--- config.mk ---
export PLATFORM = sky130hd
export DESIGN_NAME = nibble_serializer
export DESIGN_NICKNAME = d
export VERILOG_FILES = /design/src/rtl/nibser_pkg.sv /design/src/rtl/nibser_fifo.sv /design/src/rtl/nibble_serializer.sv
export SDC_FILE = /design/constraint.sdc
export NUM_CORES = 1
export LEC_CHECK = 0
export BUFFER_PORTS_ARGS = -buffer_cell sky130_fd_sc_hd__buf_2
export CORE_MARGIN = 4
export CORE_UTILIZATION = 61
export DETAILED_ROUTE_END_ITERATION = 10
export PLACE_DENSITY = 0.93
export SYNTH_ARGS = -nofsm -noshare
export SYNTH_HDL_FRONTEND = slang
export SYNTH_SLANG_ARGS = --single-unit
--- constraint.sdc ---
create_clock -name i_clk -period 3.55 [get_ports i_clk]
set_input_delay 0.1775 -clock i_clk [delete_from_list [all_inputs] [get_ports i_clk]]
set_output_delay 0.1775 -clock i_clk [all_outputs]
set_load 0.02 [all_outputs]
--- src/rtl/nibser_pkg.sv ---
// Shared types and constants for the nibble serializer; frame length follows NIBSER_PARITY_EN.
// No logic here: purely combinational constants, no latency, no backpressure.
package nibser_pkg;

  localparam int NIB_W = 4;

  typedef enum logic [1:0] {
    IDLE = 2'd0,
    DATA = 2'd1,
    PAR  = 2'd2
  } nibser_state_e;

`ifdef NIBSER_PARITY_EN
  localparam int FRAME_LEN = NIB_W + 1;
`else
  localparam int FRAME_LEN = NIB_W;
`endif

endpackage

--- src/rtl/nibser_fifo.sv ---
// Nibble FIFO, DEPTH entries; head is visible the cycle after the push that filled it.
// Backpressure: push ignored while full, pop ignored while empty.
module nibser_fifo
  import nibser_pkg::*;
#(
  parameter int DEPTH = 4,
  localparam int AW = $clog2(DEPTH),
  localparam int CW = $clog2(DEPTH + 1)
) (
  input  logic             i_clk,
  input  logic             i_rst,
  input  logic             push,
  input  logic [NIB_W-1:0] push_dat,
  input  logic             pop,
  output logic             full,
  output logic             empty,
  output logic [CW-1:0]    count,
  output logic [NIB_W-1:0] head
);

  logic [NIB_W-1:0] mem_q [DEPTH];
  logic [NIB_W-1:0] mem_d [DEPTH];
  logic [AW-1:0]    wr_ptr_q, wr_ptr_d;
  logic [AW-1:0]    rd_ptr_q, rd_ptr_d;
  logic [CW-1:0]    count_q, count_d;
  logic             push_ok;
  logic             pop_ok;

  assign full    = (count_q == CW'(DEPTH));
  assign empty   = (count_q == '0);
  assign count   = count_q;
  assign head    = mem_q[rd_ptr_q];
  assign push_ok = push && !full;
  assign pop_ok  = pop && !empty;

  // Power-of-two depth lets the pointers wrap by plain overflow.
  always_comb begin
    mem_d    = mem_q;
    wr_ptr_d = wr_ptr_q;
    rd_ptr_d = rd_ptr_q;
    count_d  = count_q;
    if (push_ok) begin
      mem_d[wr_ptr_q] = push_dat;
      wr_ptr_d        = wr_ptr_q + AW'(1);
    end
    if (pop_ok) begin
      rd_ptr_d = rd_ptr_q + AW'(1);
    end
    case ({push_ok, pop_ok})
      2'b10:   count_d = count_q + CW'(1);
      2'b01:   count_d = count_q - CW'(1);
      default: count_d = count_q;
    endcase
  end

  always_ff @(posedge i_clk) begin
    if (i_rst) begin
      mem_q    <= '{default: '0};
      wr_ptr_q <= '0;
      rd_ptr_q <= '0;
      count_q  <= '0;
    end else begin
      mem_q    <= mem_d;
      wr_ptr_q <= wr_ptr_d;
      rd_ptr_q <= rd_ptr_d;
      count_q  <= count_d;
    end
  end

endmodule

--- src/rtl/nibble_serializer.sv ---
// Buffers nibbles and shifts each out LSB-first (plus even parity when NIBSER_PARITY_EN); first bit 2 cycles after accept.
// Backpressure: i_sd_ready low freezes the lane; o_ready drops while the FIFO is full.
module nibble_serializer
  import nibser_pkg::*;
#(
  parameter int DEPTH = 4
) (
  input  logic                         i_clk,
  input  logic                         i_rst,
  input  logic                         i_valid,
  input  logic [NIB_W-1:0]             i_data,
  output logic                         o_ready,
  output logic                         o_sd,
  output logic                         o_sd_valid,
  output logic                         o_sd_last,
  input  logic                         i_sd_ready,
  output logic                         o_busy,
  output logic [$clog2(DEPTH+1)-1:0]   o_count
);

  nibser_state_e    state_q, state_d;
  logic [1:0]       idx_q, idx_d;
  logic [NIB_W-1:0] shreg_q, shreg_d;
  logic             fifo_full;
  logic             fifo_empty;
  logic [NIB_W-1:0] fifo_head;
  logic             fifo_pop;
  logic             push_vld;
  logic             frame_done;

  assign o_ready  = !fifo_full;
  assign push_vld = i_valid && o_ready;
  assign o_busy   = (state_q != IDLE);

  nibser_fifo #(
    .DEPTH (DEPTH)
  ) u_fifo (
    .i_clk    (i_clk),
    .i_rst    (i_rst),
    .push     (push_vld),
    .push_dat (i_data),
    .pop      (fifo_pop),
    .full     (fifo_full),
    .empty    (fifo_empty),
    .count    (o_count),
    .head     (fifo_head)
  );

  always_comb begin
    state_d    = state_q;
    idx_d      = idx_q;
    shreg_d    = shreg_q;
    fifo_pop   = 1'b0;
    frame_done = 1'b0;
    o_sd       = 1'b0;
    o_sd_valid = 1'b0;
    o_sd_last  = 1'b0;
    case (state_q)
      IDLE: begin
        if (!fifo_empty) begin
          fifo_pop = 1'b1;
          shreg_d  = fifo_head;
          idx_d    = 2'd0;
          state_d  = DATA;
        end
      end
      DATA: begin
        o_sd       = shreg_q[idx_q];
        o_sd_valid = 1'b1;
`ifndef NIBSER_PARITY_EN
        o_sd_last  = (idx_q == 2'd3);
`endif
        if (i_sd_ready) begin
          idx_d = idx_q + 2'd1;
          if (idx_q == 2'd3) begin
`ifdef NIBSER_PARITY_EN
            state_d = PAR;
`else
            frame_done = 1'b1;
`endif
          end
        end
      end
`ifdef NIBSER_PARITY_EN
      PAR: begin
        o_sd       = ^shreg_q;
        o_sd_valid = 1'b1;
        o_sd_last  = 1'b1;
        frame_done = i_sd_ready;
      end
`endif
      default: state_d = IDLE;
    endcase

    // Reload on the closing edge so consecutive frames have no idle gap.
    if (frame_done) begin
      if (!fifo_empty) begin
        fifo_pop = 1'b1;
        shreg_d  = fifo_head;
        idx_d    = 2'd0;
        state_d  = DATA;
      end else begin
        state_d = IDLE;
      end
    end
  end

  always_ff @(posedge i_clk) begin
    if (i_rst) begin
      state_q <= IDLE;
      idx_q   <= 2'd0;
      shreg_q <= '0;
    end else begin
      state_q <= state_d;
      idx_q   <= idx_d;
      shreg_q <= shreg_d;
    end
  end

endmodule

==> results of run 1 <==
[cells by family (layout without fill, tap and decap cells)]
family                     after synthesis  count (layout)  synth area share
xor gates and xnor gates                 3               3           0.01836
DFF                                     30              30            0.4196
adders and majority gates                7               7           0.06643
muxes                                   22              22            0.1976
AOI/OAI and AO/OA                       22              22           0.09267
and+or+nand+nor                         46              46            0.1495
buffers and inverters                   16              30           0.05594
[synthesized netlist by cell type, types with 3 or more instances]
cell type,number
xor2_1,3
o21ai_0,6
mux2i_1,17
nand2_1,22
ha_1,6
clkbuf_1,4
inv_1,7
a21oi_1,10
nor2_1,5
nand3_1,9
mux4_2,5
dfxtp_1,30
nor3_1,3
[state kept, by name, summed over array words and instances, names as in the netlist]
signal and count:
u_fifo.mem_q 16, u_fifo.count 3, shreg_q 4, u_fifo.wr_ptr_q 2
state_q 1, idx_q 2, u_fifo.rd_ptr_q 2
[path summary, 6_finish.rpt]
| check | from | endpoint | slack [ps] | depth (start not counted) |
|---|---|---|---|---|
| setup / recovery | idx_q[0] | u_fifo.count[2] | 1000 | 9 |
| hold / removal | i_data[2] | u_fifo.mem_q[2] | 170 | 3 |
| setup reg to reg | idx_q[0] | u_fifo.count[2] | 1000 | 9 |
| hold reg to reg | u_fifo.mem_q[0] | u_fifo.mem_q[0] | 460 | 2 |
[worst register-to-register path, cell delays in order, from the launching register on]
cell and delay [ps]:
dfxtp_1 410, ha_1 210, a21boi_0 220, nor2_1 300, ha_1 240, inv_1 60
fa_1 380, xor2_1 170, or3_1 320, a21oi_1 190
[metrics by stage]
stage          cells  total power, uW  utilization  instance area (sq um)
3_5_place_dp     180            830.6       0.6661                   1488
4_1_cts          188             1042       0.6930                   1548
6_report         188             1037       0.6930                   1548
2_1_floorplan    146            750.4            -                   1431
3_3_place_gp     180            809.4       0.6661                   1488
5_1_grt          188             1101       0.6930                   1548
[cell type report]
type,count,area (sq um),area share
well taps,28,35.03,0.02264
inverters,7,26.28,0.01698
flip-flops and latches,30,600.6,0.3880
clock inverters,1,5.005,0.003234
clock buffers,7,55.05,0.03557
repair buffers,15,75.07,0.04850
multi-input cells,100,750.7,0.4850
[power by group]
group | internal (uW) | total [uW] | switching (uW)
combinational | 153 | 377 | 223
clock | 95.8 | 211 | 115
sequential | 388 | 450 | 61.5
total | 638 | 1040 | 400
[routing by layer]
layer,track usage,up-vias
met3,0.07816,8
met1,0.1951,517
met5,0,-
li1,-,530
met2,0.3185,32
met4,0.08814,0
==> results.tsv, run 1 <==
stage	metric	value	unit
cts	h-tree-depth	2	
synth	synthArstFlopShare	0	
synth	syn_nets	161	
synth	synthFlopType	dfxtp_1	
setup_path	worstPathArrival	2810	ps
routing	drt-pass1-iter-count	4	
floorplan	die_w	56.44	um
routing	wl_per_cell	14.81	um
sta	fin_ws	995.4	ps
synth	synth-edff-count	0	
sta	period_needed	2555	ps
global_routing	grt_max_degree	21	
place	io_buffers	15	
sta	drv_slew	0	
routing	routed_wl	2.784	mm
floorplan	row_count	17	
cts	cts_root_buf	clkbuf_4	
setup_path	crit_path_cell_trace	ha_1 -> a21boi_0 -> nor2_1 -> ha_1 -> inv_1 -> fa_1 -> xor2_1 -> or3_1 -> a21oi_1	
finish	nNetsFinal	174	
floorplan	coreArea	2233	sq um
power_and_ir_drop	ir_worst_vdd	0.0004753	V
sta	max-slew-margin-rel	0.5784	
routing	wl_met3	157	um
sta	fin_skew	8.258	ps
finish	final_cell_mix	dfxtp_1, nand2_1, mux2i_1, buf_2, a21oi_1	
finish	areaGrowthSynthToFinish	8.129	%
setup_path	slowest_stage	dfxtp_1	
setup_path	path_delay_family	adder cells	
cts	holdBufCountCts	0	
global_routing	grt_overflow	0	
floorplan	die_area	3185	sq um
sta	whs	170.9	ps
cts	cts_buffer_depth	2	
synth	synth_warnings	0	
power_and_ir_drop	p_leak	0.0006788	uW
synth	yosysTopAreaCell	dfxtp_1	
routing	vias	1087	
cts	clock-sinks	30	
worst_hold_path	min_path_type	input port to register	
setup_path	crit_buf_inv	1	
routing	viasPerCell	5.782	
cts	clk-insertion-delay-late	330	ps
setup_path	critPathLaunchType	register	
synth	avgSynthCellArea	9.804	sq um
routing	ant_nets	0	
synth	ys_types	28	
sta	rsz0062_at_grt	false	
floorplan	die_y	56.44	um
global_routing	grt.total_usage	0.1862	
synth	seq_area_frac_synth	0.4196	
finish	drive_gt1_frac	0.2063	
power_and_ir_drop	p_per_area	670.2	nW/um^2
global_routing	antenna_found_initial	0	
sta	setup_tns	0	ps
place	hpwl	2.075	mm
synth	ys_top_cells_by_area	dfxtp_1, mux2i_1, mux4_2	
cts	post-cts-setup-buffer-count	0	
place	routabilityCongestion	0.8127	
floorplan	ioPinCount	16	
global_routing	grt_pass1_wl	4.560	mm
global_routing	grt_pass1_vias	1074	
sta	max_freq	391.4	MHz
cts	cts-buffers-inserted	5	
setup_path	cpPeakStageDelay	410	ps
setup_path	cp_common_cell	ha_1	
synth	synth_area	1431	sq um
synth	ys_ff_latch	30	
synth	synthDominantCellAreaShare	0.4196	
routing	drt_iter0_drc	28	
sta	final.period_utilization	0.7196	
sta	setup_viol	0	
floorplan	start_util	0.6409	
routing	drc	0	
routing	drt-met1-wl	1.141	mm
setup_path	endpoint_kind	register	
cts	cts-resized-gates	0	
setup_path	critPathKind	register to register	
sta	hold_violations	0	
place	pre_cts_slack	1036	ps
cts	cts_tree	yes	
finish	fill_cells	184	
routing	wl_met2	1.454	mm
run	max-cap-violations	0	
status	status	complete, no violations	
setup_path	cp_max_fo	7	
synth	syn_inst	146	
finish	final_common_cell	dfxtp_1	
setup_path	crit_required	3800	ps
routing	top_layer_used	met4	
finish	diodes	0	
cts	path_clk_slew	90	ps
sta	worst_slew_pin_slew	627.6	ps
Power figures use the tool's default switching activity.
==> run 2, diff against run 1 <==
- CORE_UTILIZATION: 61 -> 51
- PLACE_DENSITY: 0.93 -> 0.84
- clock period: 3.55 -> 2.3 ns (I/O delays scaled with it)
==> results.tsv, run 2 (synthesized netlist as in run 1, its figures left out) <==
stage	metric	value	unit	change
sta	max_freq	460.6	MHz	was 391.4 MHz
setup_path	crit_required	2560	ps	was 3800 ps
global_routing	grt_pass1_vias	1064		was 1074
power_and_ir_drop	p_leak	0.0007029	uW	was 0.0006788 uW
setup_path	critPathLaunchType	register		unchanged
sta	setup_viol	0		unchanged
finish	nNetsFinal	179		was 174
setup_path	slowest_stage	dfxtp_1		unchanged
finish	diodes	0		unchanged
place	hpwl	1.995	mm	was 2.075 mm
routing	ant_nets	0		unchanged
cts	cts-buffers-inserted	5		unchanged
place	placed_area	1520	sq um	was 1488 sq um
power_and_ir_drop	switching_power	621.2	uW	was 399.5 uW
cts	h-tree-depth	2		unchanged
floorplan	die_w	60.98	um	was 56.44 um
routing	drc	0		unchanged
cts	clk-insertion-delay-late	330	ps	about the same
routing	wl_met2	1.275	mm	was 1.454 mm
global_routing	grt_overflow	0		unchanged
finish	areaGrowthSynthToFinish	11.01	%	was 8.129%
routing	viasPerCell	5.492		was 5.782
routing	drt_iter0_drc	29		was 28
power_and_ir_drop	p_seq_frac	0.410		was 0.434
setup_path	r2r-start	u_fifo.count[2]		was idx_q[0]
worst_hold_path	hold_end	u_fifo.mem_q[9]		was u_fifo.mem_q[2]
setup_path	regToRegEndpoint	u_fifo.count[2]		unchanged
power_and_ir_drop	ir_worst_vdd	0.0006673	V	was 0.0004753 V
routing	routed_wl	2.646	mm	was 2.784 mm
cts	path_clk_slew	90	ps	about the same
finish	final_common_cell	dfxtp_1		unchanged
power_and_ir_drop	power_frac_clock	0.192		was 0.203
power_and_ir_drop	intPower	1053	uW	was 637.7 uW
routing	vias	1071		was 1087
finish	fin_area	1589	sq um	was 1548 sq um
setup_path	crit_path_cell_trace	or3b_1 -> nand2_1 -> ha_1 -> inv_1 -> fa_1 -> xor2_1 -> or3_1 -> a21oi_1		was ha_1 -> a21boi_0 -> nor2_1 -> ha_1 -> inv_1 -> fa_1 -> xor2_1 -> or3_1 -> a21oi_1
setup_path	worstPathArrival	2430	ps	was 2810 ps
sta	hold_violations	0		unchanged
floorplan	die_area	3718	sq um	was 3185 sq um
global_routing	grt.total_usage	0.1730		was 0.1862
floorplan	row_count	18		was 17
place	io_buffers	15		unchanged
cts	cts_buffer_depth	2		unchanged
routing	top_layer_used	met4		unchanged
status	status	complete, no violations		unchanged
power_and_ir_drop	combPwrFrac	0.398		was 0.363
worst_hold_path	worstHoldStart	i_data[1]		was i_data[2]
finish	final_cell_mix	dfxtp_1, nand2_1, mux2i_1, buf_2, a21oi_1		unchanged
sta	rsz0062_at_grt	false		unchanged
floorplan	ioPinCount	16		unchanged
cts	clock-sinks	30		unchanged
sta	whs	104.0	ps	was 170.9 ps
cts	cts_root_buf	clkbuf_4		unchanged
setup_path	r2r_setup_slack	130	ps	was 1000 ps
setup_path	cp_max_fo	6		was 7
routing	drt-met1-wl	1.196	mm	was 1.141 mm
sta	max-slew-margin-rel	0.6336		was 0.5784
sta	worst_slew_pin_slew	549.0	ps	was 627.6 ps
setup_path	critPathKind	register to register		unchanged
global_routing	antenna_found_initial	0		unchanged
power_and_ir_drop	p_per_area	1053	nW/um^2	was 670.2 nW/um^2
finish	fin_util	0.6189		was 0.6930
floorplan	coreArea	2567	sq um	was 2233 sq um
floorplan	start_util	0.5575		was 0.6409
run	max-cap-violations	0		unchanged
setup_path	endpoint_kind	register		unchanged
routing	drt-pass1-iter-count	4		unchanged
place	routabilityCongestion	0.7651		was 0.8127
worst_hold_path	worstHoldPathCells	3		unchanged
setup_path	reg2regPathDepth	8		was 9
sta	setup_tns	0	ps	unchanged
sta	period_needed	2171	ps	was 2555 ps
setup_path	cpPeakStageDelay	410	ps	about the same
finish	drive_gt1_frac	0.2364		was 0.2063
sta	final.period_utilization	0.9440		was 0.7196
sta	fin_skew	9.197	ps	was 8.258 ps
global_routing	grt_max_degree	21		unchanged
cts	holdBufCountCts	0		unchanged
routing	wl_per_cell	13.57	um	was 14.81 um
worst_hold_path	min_path_type	input port to register		unchanged
finish	largest_register	u_fifo.mem_q		unchanged
global_routing	grt_pass1_wl	4.636	mm	was 4.560 mm
routing	wl_met3	130	um	was 157 um
cts	cts_tree	yes		unchanged
power_and_ir_drop	power.share.switching	0.3711		was 0.3852
finish	largest_reg_flops	16		unchanged
sta	drv_slew	0		unchanged
floorplan	die_y	60.98	um	was 56.44 um
power_and_ir_drop	fin_total_pwr	1674	uW	was 1037 uW
[run 2: changes by cell type in the layout (fill, tap and decap cells not counted)]
| cell | change |
|---|---|
| buf_4 | +5 |
| dfxtp_1 | -1 |
| dfxtp_2 | +1 |
[run 2: area by class of cell]
type	count	area [sq um]
clock buffers	7	55.05
clock inverters	1	5.005
fillers	230	978.4
inverters	7	26.28
multi-input cells	100	750.7
flip-flops and latches	30	601.8
well taps	30	37.54
repair buffers	20	112.6
[run 2: power groups by stage]
| stage | clock [uW] | combinational (uW) | sequential, uW |
|---|---|---|---|
| 2_1_floorplan | 0 | 457 | 702 |
| 3_3_place_gp | 0 | 627 | 690 |
| 3_5_place_dp | 0 | 648 | 699 |
| 4_1_cts | 335 | 652 | 687 |
| 5_1_grt | 358 | 740 | 702 |
| 6_report | 321 | 666 | 687 |
[run 2: worst max-delay path: cells and delay by family, from the launching register on]
kind            cells  cell delay (ps)
simple gates        3              790
fa+ha+maj           2              540
xor+xnor            1              160
compound gates      1              140
buf+inv             1               60
flops               1              410
[run 2: layer usage]
layer	global-route usage	vias up
met2	0.2992	24
met4	0.07740	0
met3	0.06809	5
met5	0	-
li1	-	542
met1	0.1858	500
[run 2: stage by stage]
stage / worst slack [ps] / std cells
detailed placement: 108.3 / 186
floorplan: 20.24 / 146
global route: 11.31 / 195
finish: 128.9 / 195
CTS: 84.85 / 194
global placement: 225.9 / 186
[run 2: how the worst max path moves through the flow]
stage	cells past startpoint	to	start	slack, ps
after floorplan	9	u_fifo.count[2]	u_fifo.count[2]	20
after global placement	9	u_fifo.count[2]	idx_q[0]	230
after detailed placement	9	u_fifo.count[2]	idx_q[0]	110
after CTS	9	u_fifo.count[2]	idx_q[0]	80
after global routing	9	u_fifo.count[2]	idx_q[1]	10
final	8	u_fifo.count[2]	u_fifo.count[2]	130
[run 2: timing repair]
item,in CTS,in global routing
resized for setup,0,1
setup endpoints to repair,0,1
setup buffers,0,1
